File: src/rtl/chebyshev_pkg.sv
// Shared types and default sizing for the Chebyshev evaluator sequencer.
package chebyshev_pkg;

   localparam int DEF_WL      = 8;  // x / result word length
   localparam int DEF_CL      = 8;  // coefficient word length
   localparam int DEF_N_COEFF = 8;  // number of coefficients (order + 1)
   localparam int DEF_AW      = 3;  // coefficient table address width
   localparam int DEF_LAT     = 2;  // evaluator latency in clock edges

   // Sequencer control states
   typedef enum logic [1:0] {
      ST_IDLE  = 2'd0,
      ST_ISSUE = 2'd1,
      ST_WAIT  = 2'd2,
      ST_DONE  = 2'd3
   } state_t;

endpackage : chebyshev_pkg

File: src/rtl/chebyshev_coeff_table.sv
// Coefficient register file: one range-checked write port that is locked
// while an evaluation runs, one combinational read port, sticky error flag.
module chebyshev_coeff_table #(
   parameter int CL      = 8,
   parameter int N_COEFF = 8,
   parameter int AW      = 3
) (
   input  logic          clock,
   input  logic          reset,
   input  logic          i_we,
   input  logic          i_lock,
   input  logic [AW-1:0] i_wr_addr,
   input  logic [CL-1:0] i_wr_data,
   input  logic [AW-1:0] i_rd_addr,
   output logic [CL-1:0] o_rd_data,
   output logic          o_err
);

   localparam int IW = (N_COEFF > 1) ? $clog2(N_COEFF) : 1;

   logic [CL-1:0] r_table [N_COEFF];
   logic          r_err;
   logic          w_in_range;
   logic          w_wr_ok;
   logic          w_wr_bad;

   // Extra top bit keeps the bound representable when N_COEFF == 2**AW.
   assign w_in_range = ({1'b0, i_wr_addr} < (AW+1)'(N_COEFF));
   assign w_wr_ok    = i_we & ~i_lock & w_in_range;
   assign w_wr_bad   = i_we & (i_lock | ~w_in_range);

   // Table storage and sticky illegal-write flag
   // NOTE: this storage is a register file that must read back 0 after reset,
   // so every entry is reset; a RAM macro could not offer that and would be
   // left unreset instead.
   always_ff @(posedge clock or posedge reset) begin
      if (reset) begin
         for (int i = 0; i < N_COEFF; i++) r_table[i] <= '0;
         r_err <= 1'b0;
      end else begin
         if (w_wr_ok)  r_table[i_wr_addr[IW-1:0]] <= i_wr_data;
         if (w_wr_bad) r_err <= 1'b1;
      end
   end

   assign o_rd_data = r_table[i_rd_addr[IW-1:0]];
   assign o_err     = r_err;

endmodule : chebyshev_coeff_table

File: src/rtl/chebyshev_sequencer.sv
// Initiator for the Chebyshev evaluator: streams x with c[N-1]..c[0] on
// start, waits the evaluator latency, captures its result with a valid pulse.
module chebyshev_sequencer
   import chebyshev_pkg::*;
#(
   parameter int WL      = DEF_WL,
   parameter int CL      = DEF_CL,
   parameter int N_COEFF = DEF_N_COEFF,
   parameter int AW      = DEF_AW,
   parameter int LAT     = DEF_LAT
) (
   input  logic          clock,
   input  logic          reset,
   input  logic          cfg_we,
   input  logic [AW-1:0] cfg_addr,
   input  logic [CL-1:0] cfg_wdata,
   output logic          cfg_err,
   input  logic          start,
   input  logic [WL-1:0] x_in,
   output logic          busy,
   output logic          cheb_valid,
   output logic          cheb_first,
   output logic [WL-1:0] cheb_data,
   output logic [CL-1:0] cheb_coeff,
   input  logic [WL-1:0] cheb_result,
   output logic [WL-1:0] result,
   output logic          result_valid
);

   localparam int CW = (LAT > 0) ? $clog2(LAT + 1) : 1;

   state_t        r_state,  w_state_nxt;
   logic [AW-1:0] r_idx,    w_idx_nxt;
   logic [CW-1:0] r_cnt,    w_cnt_nxt;
   logic [WL-1:0] r_x,      w_x_nxt;
   logic          r_valid,  w_valid_nxt;
   logic          r_first,  w_first_nxt;
   logic [WL-1:0] r_data,   w_data_nxt;
   logic [CL-1:0] r_coeff,  w_coeff_nxt;
   logic [WL-1:0] r_result, w_result_nxt;
   logic          r_rvalid, w_rvalid_nxt;
   logic          r_busy,   w_busy_nxt;

   logic [AW-1:0] w_rd_addr;
   logic [CL-1:0] w_rd_data;

   // The next coefficient to present: c[N-1] on start, else one below the current index.
   assign w_rd_addr = (r_state == ST_IDLE) ? AW'(N_COEFF - 1) : (r_idx - AW'(1));

   chebyshev_coeff_table #(
      .CL      (CL),
      .N_COEFF (N_COEFF),
      .AW      (AW)
   ) u_table (
      .clock     (clock),
      .reset     (reset),
      .i_we      (cfg_we),
      .i_lock    (r_busy),
      .i_wr_addr (cfg_addr),
      .i_wr_data (cfg_wdata),
      .i_rd_addr (w_rd_addr),
      .o_rd_data (w_rd_data),
      .o_err     (cfg_err)
   );

   // State, counters and all registered outputs
   // NOTE: sequential state uses non-blocking assignments so every register
   // samples the pre-edge values regardless of statement order.
   always_ff @(posedge clock or posedge reset) begin
      if (reset) begin
         r_state  <= ST_IDLE;
         r_idx    <= '0;
         r_cnt    <= '0;
         r_x      <= '0;
         r_valid  <= 1'b0;
         r_first  <= 1'b0;
         r_data   <= '0;
         r_coeff  <= '0;
         r_result <= '0;
         r_rvalid <= 1'b0;
         r_busy   <= 1'b0;
      end else begin
         r_state  <= w_state_nxt;
         r_idx    <= w_idx_nxt;
         r_cnt    <= w_cnt_nxt;
         r_x      <= w_x_nxt;
         r_valid  <= w_valid_nxt;
         r_first  <= w_first_nxt;
         r_data   <= w_data_nxt;
         r_coeff  <= w_coeff_nxt;
         r_result <= w_result_nxt;
         r_rvalid <= w_rvalid_nxt;
         r_busy   <= w_busy_nxt;
      end
   end

   // Next-state and next-output decode
   // NOTE: every signal gets a default before the case so no path leaves one
   // unassigned, which would otherwise infer a latch.
   always_comb begin
      w_state_nxt  = r_state;
      w_idx_nxt    = r_idx;
      w_cnt_nxt    = r_cnt;
      w_x_nxt      = r_x;
      w_valid_nxt  = 1'b0;
      w_first_nxt  = 1'b0;
      w_data_nxt   = '0;
      w_coeff_nxt  = '0;
      w_result_nxt = r_result;
      w_rvalid_nxt = 1'b0;
      w_busy_nxt   = r_busy;

      unique case (r_state)
         ST_IDLE: begin
            w_busy_nxt = 1'b0;
            // A simultaneous table write wins; the start is dropped.
            if (start && !cfg_we) begin
               w_state_nxt = ST_ISSUE;
               w_x_nxt     = x_in;
               w_idx_nxt   = AW'(N_COEFF - 1);
               w_valid_nxt = 1'b1;
               w_first_nxt = 1'b1;
               w_data_nxt  = x_in;
               w_coeff_nxt = w_rd_data;
               w_busy_nxt  = 1'b1;
            end
         end
         ST_ISSUE: begin
            if (r_idx == '0) begin
               w_state_nxt = ST_WAIT;
               w_cnt_nxt   = CW'(LAT);
            end else begin
               w_idx_nxt   = r_idx - AW'(1);
               w_valid_nxt = 1'b1;
               w_data_nxt  = r_x;
               w_coeff_nxt = w_rd_data;
            end
         end
         ST_WAIT: begin
            if (r_cnt <= CW'(1)) begin
               w_state_nxt  = ST_DONE;
               w_result_nxt = cheb_result;
               w_rvalid_nxt = 1'b1;
            end else begin
               w_cnt_nxt = r_cnt - CW'(1);
            end
         end
         ST_DONE: begin
            w_state_nxt = ST_IDLE;
            w_busy_nxt  = 1'b0;
         end
         default: w_state_nxt = ST_IDLE;
      endcase
   end

   assign busy         = r_busy;
   assign cheb_valid   = r_valid;
   assign cheb_first   = r_first;
   assign cheb_data    = r_data;
   assign cheb_coeff   = r_coeff;
   assign result       = r_result;
   assign result_valid = r_rvalid;

endmodule : chebyshev_sequencer

File: config.mk
export PLATFORM = sky130hd
export DESIGN_NAME = chebyshev_sequencer
export DESIGN_NICKNAME = d
export VERILOG_FILES = /design/src/rtl/chebyshev_pkg.sv /design/src/rtl/chebyshev_coeff_table.sv /design/src/rtl/chebyshev_sequencer.sv
export SDC_FILE = /design/constraint.sdc
export NUM_CORES = 1
export LEC_CHECK = 0
export ABC_AREA = 1
export ABC_CLOCK_PERIOD_IN_PS = 3810
export BUFFER_PORTS_ARGS = -buffer_cell sky130_fd_sc_hd__buf_2
export CORE_MARGIN = 2
export CORE_UTILIZATION = 60
export CTS_BUF_LIST = sky130_fd_sc_hd__clkbuf_8
export DETAILED_ROUTE_END_ITERATION = 8
export PLACE_DENSITY = 0.86
export SLEW_MARGIN = 20
export SYNTH_ARGS = -nofsm -noshare
export SYNTH_HDL_FRONTEND = slang
export SYNTH_SLANG_ARGS = --single-unit
File: constraint.sdc
create_clock -name clock -period 3.81 [get_ports clock]
set_clock_uncertainty 0.1 [all_clocks]
set_input_delay 0.1905 -clock clock [delete_from_list [all_inputs] [get_ports clock]]
set_output_delay 0.1905 -clock clock [all_outputs]
set_load 0.005 [all_outputs]
# Word level (Yosys, flattened, before mapping)
# Index checks and enable logic that the tools add are counted.
[op_classes] n_addsub=2 order_cmp=4 eq_ne=8 muxes=29 bitwise_logic=5 n_reduce_logical=13
[op_table] operator="bitwise mux 64 bit" count=1
[op_table] operator="2-to-1 mux 8 bit" count=7
[op_table] operator="case mux 8 bit (2 select lines)" count=2
[op_table] operator="binary-select mux 8 bit (select 3 bit)" count=1
[op_table] operator="demux 8 bit (select 3 bit)" count=1
[op_table] operator="2-to-1 mux 3 bit" count=3
[op_table] operator="AND reduction 3 bit" count=3
[op_table] operator="greater-or-equal comparator 4 bit (second input constant)" count=2
[op_table] operator="2-to-1 mux 2 bit" count=4
[op_table] operator="!= test 2 bit (second input constant)" count=4
[op_table] operator="inverter 3 -> 4 bit" count=2
[op_table] operator="case mux 2 bit (4 select lines)" count=1
[op_table] operator="case mux 3 bit (2 select lines)" count=1
[op_table] operator="nonzero test 2 bit" count=3
[op_table] operator="2-to-1 mux 1 bit" count=5
[op_table] operator="equality test 2 bit (second input constant)" count=2
[op_table] operator="less-than comparator 4 x 1 -> 1 bit (second input constant)" count=1
[op_table] operator="case mux 1 bit (2 select lines)" count=2
[op_table] operator="case mux 2 bit (2 select lines)" count=1
[op_table] operator="AND reduction 2 bit" count=2
[op_table] operator="logical NOT 3 bit" count=1
[op_table] operator="subtractor 3 x 1 -> 3 bit (second input constant)" count=1
[op_table] operator="AND 1 bit" count=2
[op_table] operator="equality test 2 x 1 -> 1 bit (second input constant)" count=1
[op_table] operator="7 further kinds" count=8
[totals] ff_bits=108 out_inout_bits=29 elab_cells=81

# Depth between registers and ports, before layout
# Gate-level depths: netlist (run 1).
[logic_depth] depth_word=8 ltp_mapped=10 mapped_depth_nobuf=9

# Modules after synthesis
# A second synthesis (run 1) with hierarchy kept.
[hier_totals] hier_cells=638 hier_area_um2=5176.2
[by_module_without_submodules] mod="chebyshev_coeff_table" instances=1 cells_each=447 area_each_um2=3369.5 seq_area_each_um2=1626.6
[by_module_without_submodules] mod="chebyshev_sequencer" instances=1 cells_each=191 area_each_um2=1806.7 seq_area_each_um2=1076.0

# Worst setup path before layout (run 1)
# Ideal clock, no wire load.
[synth_timing] path_kind="register to register" from="register r_idx[0]" to="register r_coeff[0], in the netlist cheb_coeff[0]" setup_ns=0.117 t_arrival_ns=1.526 required_time_ns=3.593 path_slack_ns=2.067 path_stages_with_launch=10 path_buffers=1 period_less_slack_ns=1.743 path_cell_list="dfrtp_1 buf_4 inv_1 ha_1 ha_1 nand2_1 inv_1 nand3_1 nand2_1 nor2_1"
[synth_via] elab_chain_cells=8 word_cells_on_any_way=10 cone_classes="1 x add/sub; 7 x mux; 1 x bitwise; 1 x reduce/logical"
[synth_rtl] item="start: declaration" line_no="chebyshev_sequencer.sv:33" rtl="logic [AW-1:0] r_idx, w_idx_nxt;"
[synth_rtl] item="start signal: assignment" line_no="chebyshev_sequencer.sv:84" rtl="r_idx <= w_idx_nxt;"
[synth_rtl] item="subtractor 3 x 1 -> 3 bit" line_no="chebyshev_sequencer.sv:48" rtl="assign w_rd_addr = (r_state == ST_IDLE) ? AW'(N_COEFF - 1) : (r_idx - AW'(1));"
[synth_rtl] item="2-to-1 mux 3 bit" line_no="chebyshev_sequencer.sv:48"
[synth_rtl] item="inverter 3 -> 4 bit (implied by the code)" line_no="chebyshev_coeff_table.sv:46" rtl="assign o_rd_data = r_table[i_rd_addr[IW-1:0]];"
[synth_rtl] item="binary-select mux 8 bit (select 3 bit)" line_no="chebyshev_coeff_table.sv:46"
[synth_rtl] item="2-to-1 mux 8 bit (implied by the code) (2 in a row)" line_no="chebyshev_coeff_table.sv:46"
[synth_rtl] item="2-to-1 mux 8 bit (on tied branches)" line_no="chebyshev_sequencer.sv:129, chebyshev_sequencer.sv:117"
[synth_rtl] item="case mux 8 bit (2 select lines) *" line_no="chebyshev_sequencer.sv:113" rtl="unique case (r_state)"
[synth_rtl] item="net w_coeff_nxt[0]" line_no="chebyshev_sequencer.sv:39" rtl="logic [CL-1:0] r_coeff, w_coeff_nxt;"
[synth_rtl] item="end signal: assignment" line_no="chebyshev_sequencer.sv:90" rtl="r_coeff <= w_coeff_nxt;"
[synth_rtl] item="end: declaration" line_no="chebyshev_sequencer.sv:39"
# Mark *: on every way through the listed nets, which the timed path passes. The rest lies on a longest branch. The select of a mux whose other input is x is not followed.
# A chain may end at the register's enable or synchronous reset.

# Worst setup path after layout (run 1)
[layout_timing] from="register r_idx[0]" to="register r_coeff[5], in the netlist cheb_coeff[5]"
# The elaborated chain is that of the path after synthesis.

==> results of run 1 <==
==> sequential cells by signal, indices dropped and copies added, names as in the netlist, 2 cells and up <==
name / flops
result: 8
cheb_data: 8
cheb_coeff: 8
r_state: 2
r_cnt: 2
u_table.r_table: 64
r_x: 8
r_idx: 3
==> metrics by stage <==
| stage | hold WS [ns] | area [µm²] | std cells | worst slack (ns) |
|---|---|---|---|---|
| global route | 0.0309 | 5690 | 779 | 1.25 |
| CTS | 0.0224 | 5690 | 779 | 1.50 |
| detailed placement | 0.126 | 5240 | 738 | 1.56 |
| floorplan | 0.200 | 4920 | 589 | 0.674 |
| finish | 0.0234 | 5690 | 779 | 1.46 |
| global placement | 0.116 | 5240 | 738 | 1.66 |
==> layout make-up <==
cell class                      count  area [µm²]  share of cell area
Multi-Input combinational cell    388        1800               0.317
Inverter                           76         288              0.0506
Timing Repair Buffer               86         561              0.0985
Sequential cell                   108        2700               0.475
Clock buffer                        9         124              0.0218
Tap cell                          105         131              0.0231
Clock inverter                      7        78.8              0.0139
==> worst paths after layout <==
kind | start | endpoint | slack (ns) | cells after the start
min in group asynchronous | reset | u_table.r_table[2] | 0.24 | 3
max in group asynchronous | reset | u_table.r_table[56] | 2.49 | 4
hold reg to reg | u_table.r_table[28] | u_table.r_table[28] | 0.39 | 2
hold / removal | cfg_we | u_table.o_err | 0.02 | 3
setup reg to reg | r_idx[0] | cheb_coeff[5] | 1.46 | 8
setup / recovery | r_idx[0] | cheb_coeff[5] | 1.46 | 8
==> worst max-delay path, stage by stage, from the launching register on <==
cell     delay [ns]
dfrtp_1        0.53
inv_1          0.17
ha_1           0.34
nand2_2        0.23
inv_1          0.48
nand3_1        0.13
nand3_1        0.10
nand2_1        0.05
nor2_1         0.12
==> routing by layer <==
| layer | GRT usage | vias up | routed length, µm |
|---|---|---|---|
| met5 | 0 | - | 0 |
| met1 | 0.363 | 1891 | 4790 |
| met2 | 0.449 | 137 | 5400 |
| met3 | 0.0607 | 29 | 671 |
| li1 | - | 2002 | - |
| met4 | 0.0966 | 0 | 319 |
==> cells in the mapped netlist <==
cell type	count
inv_2	2
buf_4	6
nand2_2	2
ha_1	8
nor3_4	2
clkinv_1	2
a22oi_1	1
o21ai_2	2
nand3_2	3
nand2_1	181
o211ai_1	1
o21ai_0	66
a21oi_1	19
o31ai_1	2
nor2_4	4
dfrtp_1	108
o21ai_1	2
buf_6	4
inv_1	72
or2_2	1
nor2_2	1
nor2_1	49
buf_2	7
nand4_1	1
o21bai_1	1
nand3_1	42
==> kinds of logic after synthesis <==
group                    share of synthesized area
AND/OR/NAND/NOR                              0.247
AO/OA/AOI/OAI                               0.0998
adder cells (fa/ha/maj)                     0.0204
buffers and inverters                       0.0835
flip-flops                                   0.550
==> power breakdown <==
group	internal [mW]	switching (mW)	total (mW)
combinational	0.585	1.08	1.67
sequential	1.56	0.214	1.77
clock	0.260	0.426	0.686
total	2.41	1.72	4.13
==> repair_timing <==
action	4_1_cts	5_1_grt
hold endpoints to repair	71	0
hold buffers	25	0
resized for setup	0	0
==> metrics.md, run 1 <==
| Metric | Value |
|---|---|
| Slew margin rel. | `0.560` |
| Final setup fails | `0` |
| Syn nets | `628` |
| Die area | `8930 µm²` |
| Critical path required time | `4.01 ns` |
| HPWL Detailed | `7710 µm` |
| Overall power | `4.13 mW` |
| Diode count | `0` |
| Synth Instances | `589` |
| Final period util | `0.616` |
| Initial antenna violation count | `0` |
| CTS H-tree depth | `3` |
| Worst Setup Start Kind | `flop` |
| Syn avg cell area | `8.35 µm²` |
| Largest net degree at the start of global routing | `43` |
| Post-CTS Setup Bufs | `0` |
| Root Buffer | `clkbuf_8` |
| Minimum clock period | `2.35 ns` |
| Via count | `4059` |
| Hold Vio Cnt, Final | `0` |
| Die H | `94.5 µm` |
| Die W | `94.5 µm` |
| Initial Utilization | `0.607` |
| Peak VDD IR | `0.552 mV` |
| Worst path arrival time | `2.55 ns` |
| Clock buffer depth | `2` |
| IO Pins | `60` |
| WL/cell | `14.3 µm` |
| Vias in the first global route | `3937` |
| Lkg Pwr | `2.99 nW` |
| Most frequent cells in the layout | `181 x nand2_1, 108 x dfrtp_1, 71 x inv_1` |
| Yosys reg bits | `108` |
| Layout area overhead | `15.7%` |
| Share of layout cells above drive strength 1 | `0.141` |
| Synth top area share | `0.550` |
| Clk slew on worst S/H paths | `0.12 ns` |
| Type of the worst setup path | `reg2reg` |
| DR DRC count | `0` |
| Placer Congestion | `0.984` |
| Filler Cell Count | `635` |
| Max Fclk | `426 MHz` |
| CP Max Fanout | `17` |
| Drt via density | `5.21` |
| Worst setup EP type | `flop` |
| Total negative slack | `0 ns` |
| Clock Latency Late Sink | `0.39 ns` |
| Total Routed Length | `11200 µm` |
| Synth top area cells | `dfrtp_1 55%, nand2_1 14%, o21ai_0 6.7%, inv_1 5.5%, nand3_1 4.3%` |
| Core Util, Final | `0.703` |
| Global Route Usage Sum | `0.274` |
| Synth area leader | `dfrtp_1` |
| DRT antenna net count | `0` |
| Yosys Warn Count | `0` |
| Max_cap viols | `0` |
| Least-Margin Pin Slew | `0.658 ns` |
| Nets@finish | `708` |
| First-pass GRT wire length | `18800 µm` |
| Commonest non-fill, non-tap cell in the layout | `nand2_1` |
| RSZ-0062 raised after global routing | `false` |
| DRT iter0 DRCs | `281` |
| Clk sinks | `108` |
| Core Box Area | `8090 µm²` |
| Pwr dens | `726 nW/µm²` |
| Pre-Repair DR Iteration Count | `5` |
| Hold Crit Class | `in2reg` |
| Sequential share of the synthesized area | `0.550` |
| Grt total ovfl | `0` |
| Synth Cell Area | `4920 µm²` |
| Outcome | `finished clean` |
| Synth unique cells | `26` |
| CTS tree | `yes` |
| Max-slew violations | `0` |
| TritonCTS buffer count | `9` |
| Site Rows | `33` |
| Port bufs | `59` |
Note: power is estimated with default switching activity, not from simulation.
==> run 2: changes to the inputs <==
ABC_CLOCK_PERIOD_IN_PS = 2400   (was 3810)
clock period = 2.4 ns   (was 3.81 ns; I/O delays follow)
==> metrics.md, run 2 (same netlist as run 1, synthesis figures left out) <==
| Metric | Value |
|---|---|
| DRT iter0 DRCs | `245` |
| Largest net degree at the start of global routing | `69` |
| Die area | `8930 µm²` |
| Switching Share | `0.410` |
| Site Rows | `33` |
| Worst reg2reg endpoint | `cheb_coeff[3]` |
| Type of the worst setup path | `reg2reg` |
| Via count | `4056` |
| Placer Congestion | `0.873` |
| Initial Utilization | `0.607` |
| Grt total ovfl | `0` |
| Final setup fails | `0` |
| Nets@finish | `713` |
| Hold path startpoint | `cfg_addr[2]` |
| Area after DPL | `5260 µm²` |
| TritonCTS buffer count | `9` |
| Hold path depth | `4` |
| Pre-Repair DR Iteration Count | `5` |
| Diode count | `0` |
| Critical path required time | `2.61 ns` |
| IO Pins | `60` |
| Share of layout cells above drive strength 1 | `0.144` |
| Die H | `94.5 µm` |
| R2R Setup Slk | `0.21 ns` |
| CP Max Fanout | `10` |
| Comb pwr share | `0.403` |
| DR DRC count | `0` |
| Max-slew violations | `0` |
| Lkg Pwr | `3.01 nW` |
| PostCTS Resize Cnt | `0` |
| Layout area overhead | `16.7%` |
| Largest register by flop count | `u_table.r_table` |
| Max_cap viols | `0` |
| Largest register FFs | `64` |
| Clock share of power | `0.174` |
| Peak VDD IR | `0.690 mV` |
| Final Non-Filler Cells | `784` |
| Max Fclk | `456 MHz` |
| Design area | `5740 µm²` |
| Pwr dens | `1160 nW/µm²` |
| Psw | `2.74 mW` |
| CTS H-tree depth | `3` |
| CTS tree | `yes` |
| Clock Latency Late Sink | `0.38 ns` |
| Worst Setup Start Kind | `flop` |
| FF-to-FF path depth | `8` |
| RR Startpoint | `r_idx[0]` |
| Initial antenna violation count | `0` |
| Clock buffer depth | `2` |
| Vias in the first global route | `3953` |
| HPWL Detailed | `7740 µm` |
| Clk sinks | `108` |
| Most frequent cells in the layout | `181 x nand2_1, 108 x dfrtp_1, 71 x inv_1` |
| Worst path arrival time | `2.40 ns` |
| First-pass GRT wire length | `18900 µm` |
| Slew margin rel. | `0.438` |
| DRT antenna net count | `0` |
| Port bufs | `59` |
| Final period util | `0.914` |
| Drt via density | `5.17` |
| Hold Vio Cnt, Final | `0` |
| Minimum clock period | `2.19 ns` |
| Hold Crit Class | `in2reg` |
| Clk slew on worst S/H paths | `0.11 ns` |
| Die W | `94.5 µm` |
| RSZ-0062 raised after global routing | `false` |
| Worst setup EP type | `flop` |
| Total Routed Length | `11300 µm` |
| Core Box Area | `8090 µm²` |
| Root Buffer | `clkbuf_8` |
| Total negative slack | `0 ns` |
| P_int | `3.94 mW` |
| Least-Margin Pin Slew | `0.843 ns` |
| Global Route Usage Sum | `0.276` |
| Outcome | `finished clean` |
| Min-Delay Endpoint | `u_table.r_table[39]` |
| Part of the power in registers | `0.423` |
| Placed cell count | `741` |
| Commonest non-fill, non-tap cell in the layout | `nand2_1` |
| WL/cell | `14.4 µm` |
-- run 2: cell count changes in the layout (fill, tap and decap cells not counted), sizes merged --
cell / delta
buf: +3
inv: -1
clkinvlp: +2
clkinv: -2
bufinv: +1
dlygate4sd3: +2
-- run 2: routing by layer --
metal / GRT usage / share of wire / up-vias
li1: - / - / 2008
met1: 0.380 / 0.46 / 1924
met2: 0.455 / 0.48 / 114
met3: 0.0567 / 0.048 / 10
met4: 0.0652 / 0.012 / 0
met5: 0 / 0 / -
-- run 2: worst max-delay path, stage by stage (launching register included) --
cell,delay [ns]
dfrtp_1,0.53
inv_1,0.17
ha_1,0.23
ha_1,0.29
nand2_1,0.28
inv_1,0.21
nand3_1,0.12
nand2_1,0.06
nor2_1,0.12
-- run 2: what timing repair did --
| item | 4_1_cts | 5_1_grt |
|---|---|---|
| setup buffers | 0 | 0 |
| endpoints found under the hold margin | 151 | 0 |
| hold buffers | 27 | 0 |
| setup endpoints to repair | 0 | 0 |
-- run 2: layout make-up --
class,instances,area (µm²)
clock buffers,9,124
clock inverters,7,82.6
fillers,650,2360
inverters,76,289
multi-input cells,388,1800
flip-flops and latches,108,2700
well taps,105,131
repair buffers,91,603
-- run 2: metrics by stage --
step / power, mW / setup slack (ns) / hold slack, ns / utilization
6_report: 6.68 / 0.207 / 0.131 / 0.709
5_1_grt: 7.24 / 0.0276 / 0.145 / 0.709
4_1_cts: 6.71 / 0.215 / 0.117 / 0.709
3_5_place_dp: 5.51 / 0.245 / 0.209 / 0.650
3_3_place_gp: 5.41 / 0.347 / 0.198 / 0.650
2_1_floorplan: 4.74 / 0.657 / 0.130 / -
-- run 2: how the worst max path moves through the flow --
stage	slack [ns]	startpoint	cells after the start	end
global route	0.03	r_idx[0]	8	cheb_coeff[2]
finish	0.21	r_idx[0]	8	cheb_coeff[3]
detailed placement	0.24	r_idx[0]	8	cheb_coeff[3]
global placement	0.35	r_idx[0]	8	cheb_coeff[0]
CTS	0.21	r_idx[0]	8	cheb_coeff[3]
floorplan	0.66	r_idx[0]	9	cheb_coeff[0]
-- run 2: power by group through the flow --
stage	Sequential [mW]	Combinational [mW]	Clock [mW]
after floorplan	2.77	1.97	0
after global placement	2.82	2.59	0
after detailed placement	2.85	2.67	0
after CTS	2.82	2.71	1.18
after global routing	2.90	3.09	1.25
final	2.82	2.69	1.16
==> run 3: changes to the inputs <==
ABC_CLOCK_PERIOD_IN_PS = 2800   (was 2400)
clock period = 2.8 ns   (was 2.4 ns; I/O delays follow)
==> metrics.md, run 3 (same netlist as run 1, synthesis figures left out) <==
| Metric | Value |
|---|---|
| TritonCTS buffer count | `9` |
| Clock buffer depth | `2` |
| Place WS | `0.486 ns` |
| Initial Utilization | `0.607` |
| Nets@finish | `712` |
| DRT antenna net count | `0` |
| Largest register by flop count | `u_table.r_table` |
| Core Box Area | `8090 µm²` |
| Min-Delay Endpoint | `u_table.r_table[32]` |
| Clock Latency Late Sink | `0.37 ns` |
| CP delay by family, top | `simple AND/OR/NAND/NOR gates` |
| Global Route Usage Sum | `0.276` |
| Max_cap viols | `0` |
| Pwr dens | `985 nW/µm²` |
| Hold path startpoint | `cfg_addr[2]` |
| Site Rows | `33` |
| Filler Cell Count | `649` |
| Post-CTS Setup Bufs | `0` |
| Die H | `94.5 µm` |
| Placer Congestion | `0.882` |
| Hold Crit Class | `in2reg` |
| Drt via density | `5.36` |
| Clk slew on worst S/H paths | `0.10 ns` |
| FF-to-FF path depth | `8` |
| Design area | `5730 µm²` |
| Peak VDD IR | `0.695 mV` |
| Root Buffer | `clkbuf_8` |
| Via count | `4195` |
| Lkg Pwr | `2.99 nW` |
| DR DRC count | `0` |
| Tightest hold margin | `0.150 ns` |
| Worst reg2reg endpoint | `cheb_coeff[7]` |
| Type of the worst setup path | `reg2reg` |
| Die W | `94.5 µm` |
| RR Startpoint | `r_idx[0]` |
| CTS tree | `yes` |
| CP Max Fanout | `17` |
| Outcome | `finished clean` |
| Clk sinks | `108` |
| Share of layout cells above drive strength 1 | `0.142` |
| Largest register FFs | `64` |
| Minimum clock period | `2.40 ns` |
| Final WS setup | `0.403 ns` |
| Commonest non-fill, non-tap cell in the layout | `nand2_1` |
| HPWL Detailed | `7890 µm` |
| DRT iter0 DRCs | `339` |
| PostCTS Resize Cnt | `0` |
| Overall power | `5.64 mW` |
| Largest net degree at the start of global routing | `44` |
| First-pass GRT wire length | `19100 µm` |
| Hold Vio Cnt, Final | `0` |
| Total negative slack | `0 ns` |
| Critical path required time | `3.01 ns` |
| WL/cell | `14.5 µm` |
| Final Non-Filler Cells | `783` |
| Area of the multi-input gates | `1800 µm²` |
| RSZ-0062 raised after global routing | `false` |
| Layout area overhead | `16.5%` |
| R2R Setup Slk | `0.40 ns` |
| Area after DPL | `5260 µm²` |
| Hold path depth | `4` |
| Slew margin rel. | `0.600` |
| Least-Margin Pin Slew | `0.599 ns` |
| Max-slew violations | `0` |
| Diode count | `0` |
| Vias in the first global route | `4089` |
| Final setup fails | `0` |
| Grt total ovfl | `0` |
| Port bufs | `59` |
| Pre-Repair DR Iteration Count | `5` |
| Placed cell count | `740` |
| Slowest stage delay, CP | `0.53 ns` |
| CTS H-tree depth | `3` |
| Initial antenna violation count | `0` |
| Worst Setup Start Kind | `flop` |
| Max Fclk | `417 MHz` |
| Final period util | `0.856` |
| Core Util, Final | `0.708` |
| FF/Latch Area | `2700 µm²` |
| Most frequent cells in the layout | `181 x nand2_1, 108 x dfrtp_1, 72 x inv_1` |
| Crit-path slowest cell | `dfrtp_1` |
| Total Routed Length | `11400 µm` |
| Worst Path Buf+Inv | `2` |
| IO Pins | `60` |
| Crit-path cells | `inv_1 > ha_1 > nand2_2 > inv_1 > nand3_1 > nand3_1 > nand2_1 > nor2_1` |
| Worst path arrival time | `2.61 ns` |
| Die area | `8930 µm²` |
| Worst setup EP type | `flop` |
==> run 3: cell types whose count changed in the layout (fill, tap and decap cells not counted) <==
cell	delta
clkinvlp_4	+3
clkinv_4	-1
inv_6	-1
inv_8	-2
inv_1	+1
buf_12	+1
buf_4	-2
==> run 3: layout make-up <==
cell class                 count  area share
inverter                      76      0.0505
sequential                   108       0.472
multi-input combinational    388       0.315
clock inverter                 7      0.0120
timing repair buffer          90       0.106
clock buffer                   9      0.0216
tap                          105      0.0229
==> run 3: power by group <==
group          switching [mW]  leakage (nW)  internal, mW
clock                   0.524        0.0887         0.408
sequential              0.307          1.34          2.13
combinational            1.47          1.56         0.803
==> run 3: timing repair <==
| item | in CTS | in global routing |
|---|---|---|
| endpoints found under the hold margin | 63 | 0 |
| hold buffers | 27 | 0 |
| endpoints found under the setup margin | 0 | 0 |
==> run 3: routing by layer <==
metal | track usage | vias up | wire (µm)
met5 | 0 | - | 0
met4 | 0.101 | 0 | 148
met3 | 0.0407 | 15 | 661
met2 | 0.456 | 164 | 5580
met1 | 0.375 | 2005 | 4990
li1 | - | 2011 | -
==> run 3: worst max path at each step <==
stage                     slack [ns]  depth (start not counted)  startpoint       endpoint
after floorplan                 1.06                          9    r_idx[0]  cheb_coeff[0]
after global routing            0.17                          8    r_idx[0]  cheb_coeff[7]
after global placement          0.66                          8    r_idx[0]  cheb_coeff[6]
after detailed placement        0.49                          8    r_idx[0]  cheb_coeff[7]
after CTS                       0.47                          8    r_idx[0]  cheb_coeff[7]
final                           0.40                          8    r_idx[0]  cheb_coeff[7]
==> run 3: tightest hold or removal path: stages <==
cell and delay, ns:
buf_2 0.18, nor3_4 0.12, nand2_1 0.07, o21ai_0 0.07
